`src/rtl/rst_n_seq_pkg.sv`:
```
// Shared types and sizing helpers for the reset release sequencer.
// The FAULT state only exists when RST_N_SEQ_TIMEOUT_EN is defined.
package rst_n_seq_pkg;

`ifdef RST_N_SEQ_TIMEOUT_EN
   typedef enum logic [1:0] {
      ST_HOLD,
      ST_WAIT,
      ST_DONE,
      ST_FAULT
   } seq_state_t;
`else
   typedef enum logic [1:0] {
      ST_HOLD,
      ST_WAIT,
      ST_DONE
   } seq_state_t;
`endif

   // The shared timer must hold both HOLD_CYCLES-1 and TIMEOUT_CYCLES-1.
   function automatic int CNT_W(input int hold_cycles, input int timeout_cycles);
      int hold_w;
      int tmo_w;
      int width;
      hold_w = $clog2(hold_cycles);
      tmo_w  = $clog2(timeout_cycles);
      width  = (hold_w > tmo_w) ? hold_w : tmo_w;
      return (width < 1) ? 1 : width;
   endfunction

   function automatic int idx_w(input int num_stages);
      return (num_stages > 1) ? $clog2(num_stages) : 1;
   endfunction

endpackage

```
`src/rtl/rst_n_seq_timer.sv`:
```
// Loadable down-counter with zero flag, shared between the reset hold period
// and the per-stage acknowledgement timeout.
module rst_n_seq_timer
   import rst_n_seq_pkg::*;
#(
   parameter int CNT_WIDTH = 4,
   parameter logic [CNT_WIDTH-1:0] RESET_VAL = '0
) (
   input  logic                 clk,
   input  logic                 sync_rst_n,
   input  logic                 load,
   input  logic [CNT_WIDTH-1:0] load_val,
   input  logic                 dec,
   output logic                 zero
);

   logic [CNT_WIDTH-1:0] count_q;

   // Saturates at zero so a late decrement cannot wrap into a long wait.
   always_ff @(posedge clk or negedge sync_rst_n) begin
      if (!sync_rst_n) begin
         count_q <= RESET_VAL;
      end else if (load) begin
         count_q <= load_val;
      end else if (dec && (count_q != '0)) begin
         count_q <= count_q - 1'b1;
      end
   end

   assign zero = (count_q == '0);

endmodule

```
`src/rtl/rst_n_seq.sv`:
```
// Reset release sequencer: releases stage resets in order, each after the previous
// stage acknowledges. Optional acknowledgement timeout via RST_N_SEQ_TIMEOUT_EN.
module rst_n_seq
   import rst_n_seq_pkg::*;
#(
   parameter int NUM_STAGES     = 4,
   parameter int HOLD_CYCLES    = 16,
   parameter int TIMEOUT_CYCLES = 1024
) (
   input  logic                              clk,
   input  logic                              sync_rst_n,
   input  logic                              sw_rst_req,
   input  logic [NUM_STAGES-1:0]             stage_ready,
   output logic [NUM_STAGES-1:0]             stage_rst_n,
   output logic                              all_ready,
   output logic                              timeout_err,
   output logic [idx_w(NUM_STAGES)-1:0]      fail_stage
);

   localparam int IDX_W = idx_w(NUM_STAGES);
   localparam int CW    = CNT_W(HOLD_CYCLES, TIMEOUT_CYCLES);
   localparam logic [CW-1:0]    HOLD_LOAD = CW'(HOLD_CYCLES - 1);
   localparam logic [IDX_W-1:0] LAST_IDX  = IDX_W'(NUM_STAGES - 1);
`ifdef RST_N_SEQ_TIMEOUT_EN
   localparam logic [CW-1:0]    TIMEOUT_LOAD = CW'(TIMEOUT_CYCLES - 1);
`endif

   seq_state_t             state_q, state_d;
   logic [IDX_W-1:0]       idx_q, idx_d;
   logic [NUM_STAGES-1:0]  stage_q, stage_d;
   logic                   all_ready_q, all_ready_d;
   logic                   restart;
   logic                   timer_load;
   logic                   timer_dec;
   logic [CW-1:0]          timer_val;
   logic                   timer_zero;
`ifdef RST_N_SEQ_TIMEOUT_EN
   logic                   err_q, err_d;
   logic [IDX_W-1:0]       fail_q, fail_d;
`endif

   rst_n_seq_timer #(
      .CNT_WIDTH (CW),
      .RESET_VAL (HOLD_LOAD)
   ) u_timer (
      .clk        (clk),
      .sync_rst_n (sync_rst_n),
      .load       (timer_load),
      .load_val   (timer_val),
      .dec        (timer_dec),
      .zero       (timer_zero)
   );

   assign restart = sw_rst_req && (state_q != ST_HOLD);

   // A software restart overrides any ready or timeout event on the same edge.
   always_comb begin
      state_d     = state_q;
      idx_d       = idx_q;
      stage_d     = stage_q;
      all_ready_d = all_ready_q;
      timer_load  = 1'b0;
      timer_dec   = 1'b0;
      timer_val   = HOLD_LOAD;
`ifdef RST_N_SEQ_TIMEOUT_EN
      err_d       = err_q;
      fail_d      = fail_q;
`endif
      if (restart) begin
         state_d     = ST_HOLD;
         idx_d       = '0;
         stage_d     = '0;
         all_ready_d = 1'b0;
         timer_load  = 1'b1;
`ifdef RST_N_SEQ_TIMEOUT_EN
         err_d       = 1'b0;
         fail_d      = '0;
`endif
      end else begin
         case (state_q)
            ST_HOLD: begin
               if (timer_zero) begin
                  state_d = ST_WAIT;
                  idx_d   = '0;
                  stage_d = NUM_STAGES'(1);
`ifdef RST_N_SEQ_TIMEOUT_EN
                  timer_load = 1'b1;
                  timer_val  = TIMEOUT_LOAD;
`endif
               end else begin
                  timer_dec = 1'b1;
               end
            end
            ST_WAIT: begin
               if (stage_ready[idx_q]) begin
                  if (idx_q == LAST_IDX) begin
                     state_d     = ST_DONE;
                     all_ready_d = 1'b1;
                  end else begin
                     idx_d   = idx_q + 1'b1;
                     stage_d = (stage_q << 1) | NUM_STAGES'(1);
`ifdef RST_N_SEQ_TIMEOUT_EN
                     timer_load = 1'b1;
                     timer_val  = TIMEOUT_LOAD;
`endif
                  end
`ifdef RST_N_SEQ_TIMEOUT_EN
               end else if (timer_zero) begin
                  state_d = ST_FAULT;
                  err_d   = 1'b1;
                  fail_d  = idx_q;
               end else begin
                  timer_dec = 1'b1;
`endif
               end
            end
            ST_DONE: begin
               state_d = ST_DONE;
            end
`ifdef RST_N_SEQ_TIMEOUT_EN
            ST_FAULT: begin
               state_d = ST_FAULT;
            end
`endif
            default: begin
               state_d = ST_HOLD;
            end
         endcase
      end
   end

   always_ff @(posedge clk or negedge sync_rst_n) begin
      if (!sync_rst_n) begin
         state_q     <= ST_HOLD;
         idx_q       <= '0;
         stage_q     <= '0;
         all_ready_q <= 1'b0;
      end else begin
         state_q     <= state_d;
         idx_q       <= idx_d;
         stage_q     <= stage_d;
         all_ready_q <= all_ready_d;
      end
   end

`ifdef RST_N_SEQ_TIMEOUT_EN
   always_ff @(posedge clk or negedge sync_rst_n) begin
      if (!sync_rst_n) begin
         err_q  <= 1'b0;
         fail_q <= '0;
      end else begin
         err_q  <= err_d;
         fail_q <= fail_d;
      end
   end

   assign timeout_err = err_q;
   assign fail_stage  = fail_q;
`else
   assign timeout_err = 1'b0;
   assign fail_stage  = '0;
`endif

   assign stage_rst_n = stage_q;
   assign all_ready   = all_ready_q;

endmodule

```
`config.mk`:
```
export PLATFORM = sky130hd
export DESIGN_NAME = rst_n_seq
export DESIGN_NICKNAME = d
export VERILOG_FILES = /design/src/rtl/rst_n_seq_pkg.sv /design/src/rtl/rst_n_seq_timer.sv /design/src/rtl/rst_n_seq.sv
export SDC_FILE = /design/constraint.sdc
export NUM_CORES = 1
export LEC_CHECK = 0
export BUFFER_PORTS_ARGS = -buffer_cell sky130_fd_sc_hd__buf_2
export CAP_MARGIN = 20
export CELL_PAD_IN_SITES_DETAIL_PLACEMENT = 0
export CELL_PAD_IN_SITES_GLOBAL_PLACEMENT = 1
export CORE_MARGIN = 5
export CORE_UTILIZATION = 46
export DETAILED_ROUTE_END_ITERATION = 10
export GPL_TIMING_DRIVEN = 0
export PLACE_DENSITY = 0.87
export SKIP_CTS_REPAIR_TIMING = 1
export SLEW_MARGIN = 10
export SYNTH_ARGS = -nofsm -noshare
export SYNTH_HDL_FRONTEND = slang
export SYNTH_SLANG_ARGS = --single-unit
```
`constraint.sdc`:
```
create_clock -name clk -period 5.2 [get_ports clk]
set_input_delay 0.26 -clock clk [delete_from_list [all_inputs] [get_ports clk]]
set_output_delay 0.26 -clock clk [all_outputs]
set_load 0.05 [all_outputs]
```
# --- Word-level counts from Yosys, hierarchy flattened ---
# Cells that the tools add are included.
totals:
  reg_bits: 19
  input_bits: 7
  word_cells: 56
op_classes:
  addsub: 2
  magnitude_cmp: 1
  eq_ne: 7
  muxes: 27
  n_reduce_logical: 14
ops:
  columns: ["cell", "count"]
  rows:
  - ["10-bit two-way mux", 2]
  - ["2-bit two-way mux", 8]
  - ["4-bit two-way mux", 4]
  - ["3-bit inequality test (second input constant)", 4]
  - ["10-bit zero test", 1]
  - ["10-bit nonzero test", 1]
  - ["2-bit nonzero test", 5]
  - ["10-bit by 1-bit subtractor with 10-bit output (second input constant)", 1]
  - ["1-bit two-way mux", 9]
  - ["4-bit one-hot mux with 2 select lines", 1]
  - ["2-bit one-hot mux with 3 select lines", 1]
  - ["3-bit AND reduction", 2]
  - ["2-bit == test (second input constant)", 2]
  - ["2-bit one-hot mux with 2 select lines", 1]
  - ["4-bit AND reduction", 1]
  - ["2-bit by 3-bit less-than comparator with 1-bit output (second input constant)", 1]
  - ["3-bit nonzero test", 1]
  - ["2-bit by 1-bit adder with 2-bit output (second input constant)", 1]
  - ["1-bit binary-select mux with 2-bit select", 1]
  - ["2-bit by 1-bit == test with 1-bit output (second input constant)", 1]
  - ["1-bit logical AND", 2]
  - ["2-bit zero test", 1]

# --- Logic depth before layout (Yosys ltp) ---
# Gate-level depths: netlist of run 1.
depth:
  depth_word: 7
  depth_mapped: 7
  ltp_nobuf: 6

# --- Cells and area by module ---
# Synthesis of run 1 repeated with hierarchy kept, for this count alone.
unflattened:
  cells_unflattened: 114
  area_unflattened_um2: 1172.4
by_module_without_submodules:
  columns: ["module", "instances", "cells_per_inst", "area_per_inst_um2"]
  rows:
  - ["rst_n_seq_timer", 1, 67, 626.9]
  - ["rst_n_seq", 1, 47, 545.5]

# --- Least setup slack after synthesis of run 1 ---
# No wires, ideal clock.
synth_path:
  path_type: "reg2reg"
  from: "register u_timer.count_q[0]"
  to: "register u_timer.count_q[7]"
  setup_ns: 0.078
  arrival_ns: 1.774
  t_required_ns: 5.122
  path_slack_ns: 3.348
  stages_incl_launch_ff: 7
  path_cell_list: "dfstp_2 > inv_1 > ha_1 > nor2b_1 > a311o_1 > or3_2 > a21oi_1"
synth_between:
  elab_chain_len: 6
  word_cells_on_any_way: 10
  classes_between: "add/sub: 1; mux: 5; reduce/logical: 4"
synth_lines:
  columns: ["item", "line_no", "rtl"]
  rows:
  - ["start: declaration", "rst_n_seq_timer.sv:17", "logic [CNT_WIDTH-1:0] count_q;"]
  - ["start signal: assignment", "rst_n_seq_timer.sv:24", "count_q <= load_val;"]
  - ["start signal: assignment", "rst_n_seq_timer.sv:26", "count_q <= count_q - 1'b1;"]
  - ["parallel branches: the longest is 6 deep, another holds 10-bit by 1-bit subtractor with 10-bit output", null, null]
# Parallel ways; which one is timed is not known. The select of a mux whose other input is x is not followed.
# A chain may end at the register's enable or synchronous reset.

# --- Final worst setup path of run 1 ---
layout_path:
  from: "register state_q[0]"
  to: "register idx_q[0]"
layout_between:
  elab_chain_len: 4
  word_cells_on_any_way: 11
  classes_between: "eq/ne: 4; mux: 2; reduce/logical: 5"
layout_lines:
  columns: ["item", "line_no", "rtl"]
  rows:
  - ["start: declaration", "rst_n_seq.sv:28", "seq_state_t state_q, state_d;"]
  - ["start signal: assignment", "rst_n_seq.sv:139", "state_q <= state_d;"]
  - ["2-bit nonzero test", "rst_n_seq.sv:54", "assign restart = sw_rst_req && (state_q != ST_HOLD);"]
  - ["1-bit logical AND", "rst_n_seq.sv:54", null]
  - ["3-bit inequality test (no source line) / 3-bit nonzero test (equally long branches)", null, null]
  - ["4-bit AND reduction (no source line)", null, null]
  - ["end signal: assignment", "rst_n_seq.sv:140", "idx_q <= idx_d;"]
  - ["end: declaration", "rst_n_seq.sv:29", "logic [IDX_W-1:0] idx_q, idx_d;"]
# Parallel ways exist; a longest one is shown, timed or not.

==> reports/qor_table.md, run 1 <==
| Parameter | This run |
|:---|:---|
| Result of the run | finished, final reports clean |
| Effective utilization at floorplan | 49.1% |
| Largest net degree at the start of global routing | 20 |
| Mapped cell area | 0.00111 mm2 |
| Filler cells | 215 |
| Vias per cell | 5.69 |
| GRT overflow | 0 |
| Crit path largest cell delay | 0.44 ns |
| Highest net fanout along the worst path | 7 |
| Worst setup slack before clock tree synthesis | 3.15 ns |
| Total core area | 0.00225 mm2 |
| Antenna-violating nets left | 0 |
| Area taken by flip-flops and latches | 480 um2 |
| Final worst-path cycle share | 40.3% |
| Seq cells post-synth | 19 |
| Worst setup EP type | flop |
| Worst slew slack as a fraction of its limit | 59.7% |
| Io pins | 15 |
| Clock insertion delay at the later pin of the skew report | 0.31 ns |
| Vias in the first global route | 893 |
| Overall fraction of global-route tracks in use | 14.3% |
| Final Max Slew Viols | 0 |
| Required @ worst endpoint | 5.39 ns |
| Power density over the cells | 391 mW/mm2 |
| RSZ-0062 raised after global routing | false |
| Final Critical Period | 2.10 ns |
| Routed vias | 904 |
| Detail-routed net length per standard cell | 13.6 um |
| Worst min-delay path category | input pin to flop |
| DRT Pass-1 Iters | 4 |
| ANT cells | 0 |
| Synth area leaders | sky130_fd_sc_hd__dfrtp_1 34%, sky130_fd_sc_hd__dfstp_2 9.5%, sky130_fd_sc_hd__a21oi_1 4.5% |
| Max-cap violation count | 0 |
| Final number of hold-violating endpoints | 0 |
| Detailed Route Iter0 Violations | 44 |
| Setup Total Neg Slack | 0 ns |
| Commonest register cell after synthesis | sky130_fd_sc_hd__dfrtp_1 |
| X dimension of the die | 59.0 um |
| Worst clock skew | 0.0171 ns |
| Top-area cell type share of the netlist area | 33.9% |
| Critical path class | flop to flop |
| Cell at the slowest stage of the critical path | sky130_fd_sc_hd__dfrtp_1 |
| Wire length of the first global-routing pass | 3940 um |
| Number of clock buffers inserted by TritonCTS | 3 |
| Static power due to leakage | 0.514 nW |
| Synthesized instance count | 113 |
| Final setup margin | 3.10 ns |
| Actual slew at the worst max-slew pin | 0.598 ns |
| Die Area | 0.00349 mm2 |
| Clock tree root driver cell | sky130_fd_sc_hd__clkbuf_4 |
| Height of the die | 59.0 um |
| Warnings from Yosys | 0 |
| Number of unique standard cell types used by synthesis | 37 |
| Cell type group with the largest total delay on the critical path | compound AO/OA/AOI/OAI gates |
| DRC Markers | 0 |
| Cell Chain, Critical Path | inv_1, ha_1, nand3b_1, o32a_1, and2_1, a311o_1 |
| Placed Area | 0.00120 mm2 |
| RD Place Congestion | 0.701 |
| # port buffers | 11 |
| Fraction of layout cells with a size suffix above 1 | 21.4% |
| Final-stage net count | 143 |
| Number of enable-type register cells in the synthesized netlist | 0 |
| Area of the multi-input gates | 573 um2 |
| Total detailed-routing wirelength | 2160 um |
| Arrival time worst endpoint | 2.29 ns |
| Top cells by count, synth | 15 x sky130_fd_sc_hd__dfrtp_1, 10 x sky130_fd_sc_hd__a21oi_1, 8 x sky130_fd_sc_hd__nand2_1, 8 x sky130_fd_sc_hd__nand3_1 |
| Worst IR drop on VDD | 392 uV |
| Std cell rows | 17 |
| Fmax | 0.477 GHz |
| Area of all placed cells without fillers | 0.00124 mm2 |
| Async SR Flop Fraction | 100% |
| Portion of the post-synthesis area used by sequential elements | 43.4% |
| Share of the core filled with cells in the final layout | 55.0% |
| Buffers from clock root to sink, at most | 2 |
| Most frequent cell after synthesis | sky130_fd_sc_hd__dfrtp_1 |
| Clk pin slew, worst setup/hold paths | 0.12 ns |
| Number of antenna violations at the first check in global routing | 0 |
| Startpoint Class | flop |
| Total number of clock tree sinks | 19 |
| Final setup viols | 0 |
| Synth-to-layout area growth | 12.2% |
| Number of H-tree levels | 1 |
| Sum of net half-perimeters after detailed placement | 1610 um |
| CTS tree | yes |
| Buffers and inverters on the worst path | 1 |
| Synth Area per Inst | 9.79 um2 |
| Biggest area consumer among synthesized cells | sky130_fd_sc_hd__dfrtp_1 |
-- layer usage --
layer,global-route usage (%),routed length [um],share of wire [%],up-vias
li1,-,-,-,456
met1,19.8,1050,49,426
met2,22.1,991,46,18
met3,4.14,90,4.2,4
met4,3.24,27,1.2,0
met5,0,0,0,-
-- power by group --
group | total, mW | switching (mW) | internal [mW]
Sequential | 0.250 | 0.0481 | 0.202
Clock | 0.0773 | 0.0485 | 0.0288
Combinational | 0.158 | 0.0896 | 0.0680
-- final cells by class --
class	instances	share of cell area, %
repair buffers	12	5.24
plain buffers	6	3.33
clock buffers	3	1.81
multi-input cells	85	46.2
inverters	5	1.51
clock inverters	1	0.403
flip-flops and latches	19	38.7
well taps	28	2.82
-- worst min-delay path, delay by kind of cell --
family,cells,cell delay [ns]
simple gates,2,0.23
mux,1,0.06
buf+inv,1,0.10
-- flip-flops by register name (all words and copies together) (netlist names) --
name and count:
idx_q 2, all_ready 1, u_timer.count_q 10, state_q 2
stage_rst_n 4
-- final timing paths --
| path | startpoint | endpoint | slack, ns | cells past startpoint |
|---|---|---|---|---|
| max | state_q[0] | idx_q[0] | 3.10 | 6 |
| min | sw_rst_req | state_q[1] | 0.35 | 4 |
| max reg2reg | state_q[0] | idx_q[0] | 3.10 | 6 |
| min reg2reg | all_ready | all_ready | 0.52 | 1 |
| max in group asynchronous | sync_rst_n | u_timer.count_q[1] | 4.45 | 2 |
| min in group asynchronous | sync_rst_n | stage_rst_n[2] | 0.39 | 2 |
-- cells by family after synthesis --
logic type | share of synthesized area, %
AOI/OAI and AO/OA | 16.4
xor gates and xnor gates | 0.792
adders and majority gates | 4.53
buffers and inverters | 5.43
DFF | 43.4
muxes | 5.09
other | 0.339
and+or+nand+nor | 24.0
-- placed cells by master (no fill, tap or decap), drive strengths merged, types with 2 or more instances in the layout --
cell and count:
nand3b 2, and2 2, a21oi 10, nor3 4
ha 4, nand2 8, conb 3, dfrtp 15
inv 5, o211ai 3, or3 6, mux2i 3
clkbuf 5, a31oi 2, o22a 2, buf 15
nor2 4, or4 3, dfstp 4, nand3 8
nor2b 3, a311o 2, o21ai 5
-- through the flow --
step | std cells | hold WS, ns | total power, mW
final | 159 | 0.355 | 0.485
after global routing | 159 | 0.390 | 0.525
after CTS | 158 | -0.122 | 0.485
after detailed placement | 154 | 0.219 | 0.409
after global placement | 154 | 0.223 | 0.399
after floorplan | 115 | -0.0356 | 0.366
Note: power is estimated with default switching activity, not from simulation.
==> run 2, diff against run 1 <==
--- a/config.mk
+++ b/config.mk
@@ -10,10 +10,10 @@
 export CELL_PAD_IN_SITES_DETAIL_PLACEMENT = 0
 export CELL_PAD_IN_SITES_GLOBAL_PLACEMENT = 1
 export CORE_MARGIN = 5
-export CORE_UTILIZATION = 46
+export CORE_UTILIZATION = 39
 export DETAILED_ROUTE_END_ITERATION = 10
 export GPL_TIMING_DRIVEN = 0
-export PLACE_DENSITY = 0.87
+export PLACE_DENSITY = 0.79
 export SKIP_CTS_REPAIR_TIMING = 1
 export SLEW_MARGIN = 10
 export SYNTH_ARGS = -nofsm -noshare
==> constraint.sdc (replaced) <==
create_clock -name clk -period 1.9 [get_ports clk]
set_input_delay 0.095 -clock clk [delete_from_list [all_inputs] [get_ports clk]]
set_output_delay 0.095 -clock clk [all_outputs]
set_load 0.05 [all_outputs]
==> reports/qor_table.md, run 2 (same netlist as run 1, synthesis figures left out) <==
| Parameter | This run | Change |
|:---|:---|:---|
| Failing checks | setup timing |  |
| Sum of net half-perimeters after detailed placement | 1670 um | was 1610 um |
| Highest net fanout along the worst path | 7 | unchanged |
| Final Critical Period | 1.94 ns | was 2.10 ns |
| # port buffers | 11 | unchanged |
| Area of all placed cells without fillers | 0.00133 mm2 | was 0.00124 mm2 |
| Power density over the cells | 1090 mW/mm2 | was 391 mW/mm2 |
| Vias in the first global route | 864 | was 893 |
| Critical path class | flop to flop | unchanged |
| Std cell rows | 19 | was 17 |
| Max-cap violation count | 0 | unchanged |
| Final Max Slew Viols | 0 | unchanged |
| Total detailed-routing wirelength | 2360 um | was 2160 um |
| Share of the core filled with cells in the final layout | 48.5% | was 55.0% |
| Total core area | 0.00273 mm2 | was 0.00225 mm2 |
| Final-stage net count | 145 | was 143 |
| Hold path cells | 4 | unchanged |
| Arrival time worst endpoint | 2.17 ns | was 2.29 ns |
| DRC Markers | 0 | unchanged |
| Source of the worst register-to-register timing path | u_timer.count_q[0] | was state_q[0] |
| Clk pin slew, worst setup/hold paths | 0.11 ns | was 0.12 ns |
| Result of the run | finished with violations | was finished, final reports clean |
| Detail-routed net length per standard cell | 14.4 um | was 13.6 um |
| Count of placed standard cells in the final layout, fillers left out | 164 | was 159 |
| Total Power Consumption | 1.44 mW | was 0.485 mW |
| Total instance count after detailed placement | 157 | was 154 |
| Final setup viols | 2 | was 0 |
| CTS tree | yes | unchanged |
| Overall fraction of global-route tracks in use | 12.0% | was 14.3% |
| DRT Pass-1 Iters | 4 | unchanged |
| Final setup margin | -0.0438 ns | was 3.10 ns |
| Required @ worst endpoint | 2.12 ns | was 5.39 ns |
| Wire length of the first global-routing pass | 3940 um | unchanged |
| Number of H-tree levels | 1 | unchanged |
| Total number of clock tree sinks | 19 | unchanged |
| Worst clock skew | 0.00402 ns | was 0.0171 ns |
| Fraction of layout cells with a size suffix above 1 | 31.6% | was 21.4% |
| Worst hold margin | 0.185 ns | was 0.355 ns |
| Commonest cells after routing, fill and taps aside | 15 x sky130_fd_sc_hd__dfrtp_1, 11 x sky130_fd_sc_hd__buf_2, 8 x sky130_fd_sc_hd__nand3_1, 8 x sky130_fd_sc_hd__nand2_1, 8 x sky130_fd_sc_hd__a21oi_1 | was 15 x sky130_fd_sc_hd__dfrtp_1, 11 x sky130_fd_sc_hd__buf_2, 10 x sky130_fd_sc_hd__a21oi_1 |
| Final worst-path cycle share | 102% | was 40.3% |
| Start point of the worst hold path | sw_rst_req | unchanged |
| Register-to-register setup slack | -0.04 ns | was 3.10 ns |
| Worst setup EP type | flop | unchanged |
| Worst setup slack before clock tree synthesis | -0.172 ns | was 3.15 ns |
| Die Area | 0.00400 mm2 | was 0.00349 mm2 |
| Synth-to-layout area growth | 19.8% | was 12.2% |
| ANT cells | 0 | unchanged |
| Cell Chain, Critical Path | inv_2, ha_4, nor2b_4, a311o_2, or4_4, a21oi_2 | was inv_1, ha_1, nand3b_1, o32a_1, and2_1, a311o_1 |
| Fmax | 0.514 GHz | was 0.477 GHz |
| Buffers and inverters on the worst path | 1 | unchanged |
| Effective utilization at floorplan | 40.5% | was 49.1% |
| Hold path endpoint | state_q[1] | unchanged |
| Number of flip-flops under the largest register name | 10 | unchanged |
| Clock insertion delay at the later pin of the skew report | 0.29 ns | was 0.31 ns |
| Largest net degree at the start of global routing | 20 | unchanged |
| Height of the die | 63.3 um | was 59.0 um |
| Startpoint Class | flop | unchanged |
| Cell at the slowest stage of the critical path | sky130_fd_sc_hd__dfstp_2 | was sky130_fd_sc_hd__dfrtp_1 |
| RD Place Congestion | 0.738 | was 0.701 |
| Antenna-violating nets left | 0 | unchanged |
| Vias per cell | 5.59 | was 5.69 |
| Buffers from clock root to sink, at most | 2 | unchanged |
| Clock tree root driver cell | sky130_fd_sc_hd__clkbuf_4 | unchanged |
| Actual slew at the worst max-slew pin | 0.533 ns | was 0.598 ns |
| X dimension of the die | 63.3 um | was 59.0 um |
| Number of clock buffers inserted by TritonCTS | 3 | unchanged |
| Detailed Route Iter0 Violations | 41 | was 44 |
| Final number of hold-violating endpoints | 0 | unchanged |
| Worst reg2reg endpoint | u_timer.count_q[5] | was idx_q[0] |
| RSZ-0062 raised after global routing | true | was false |
| Placed Area | 0.00121 mm2 | was 0.00120 mm2 |
| Setup Total Neg Slack | -0.0810 ns | was 0 ns |
| Leading cell type in the layout, fill and taps excluded | sky130_fd_sc_hd__dfrtp_1 | unchanged |
| Reg with most FFs | u_timer.count_q | unchanged |
| Worst slew slack as a fraction of its limit | 64.2% | was 59.7% |
| Static power due to leakage | 0.533 nW | was 0.514 nW |
| Io pins | 15 | unchanged |
| Number of antenna violations at the first check in global routing | 0 | unchanged |
| R2R cell count | 6 | unchanged |
| Worst IR drop on VDD | 839 uV | was 392 uV |
| Crit path largest cell delay | 0.57 ns | was 0.44 ns |
| GRT overflow | 0 | unchanged |
| Cell type group with the largest total delay on the critical path | flip-flops | was compound AO/OA/AOI/OAI gates |
| Worst min-delay path category | input pin to flop | unchanged |
| Routed vias | 917 | was 904 |
run 2: how the worst max path moves through the flow:
stage               slack (ns)  cells past startpoint          startpoint                 end
floorplan                 0.05                      6  u_timer.count_q[0]  u_timer.count_q[7]
global placement         -0.10                      7          state_q[0]          state_q[0]
detailed placement       -0.17                      7          state_q[1]          state_q[0]
CTS                      -0.18                      7          state_q[0]          state_q[0]
global route             -0.12                      6  u_timer.count_q[0]  u_timer.count_q[5]
finish                   -0.04                      6  u_timer.count_q[0]  u_timer.count_q[5]
run 2: power breakdown:
group | switching [mW] | internal, mW
Combinational | 0.274 | 0.263
Clock | 0.118 | 0.0816
Sequential | 0.153 | 0.554
Total | 0.546 | 0.898
run 2: layout make-up:
| class | instances | area (um2) |
|---|---|---|
| Inverter | 5 | 18.8 |
| Clock buffer | 4 | 26.3 |
| Fill cell | 271 | 1410 |
| Tap cell | 31 | 38.8 |
| Buffer | 6 | 45.0 |
| Timing Repair Buffer | 14 | 80.1 |
| Sequential cell | 19 | 480 |
| Multi-Input combinational cell | 85 | 636 |
run 2: routing by layer:
layer	share of wire (%)	track usage (%)
met5	0	0
met4	0.55	2.34
met3	5.1	4.80
met2	50	20.0
met1	44	14.7
run 2: worst min-delay path: cells and delay by family:
family                 cells  cell delay (ns)
buffers and inverters      1             0.11
muxes                      1             0.06
and+or+nand+nor            2             0.18
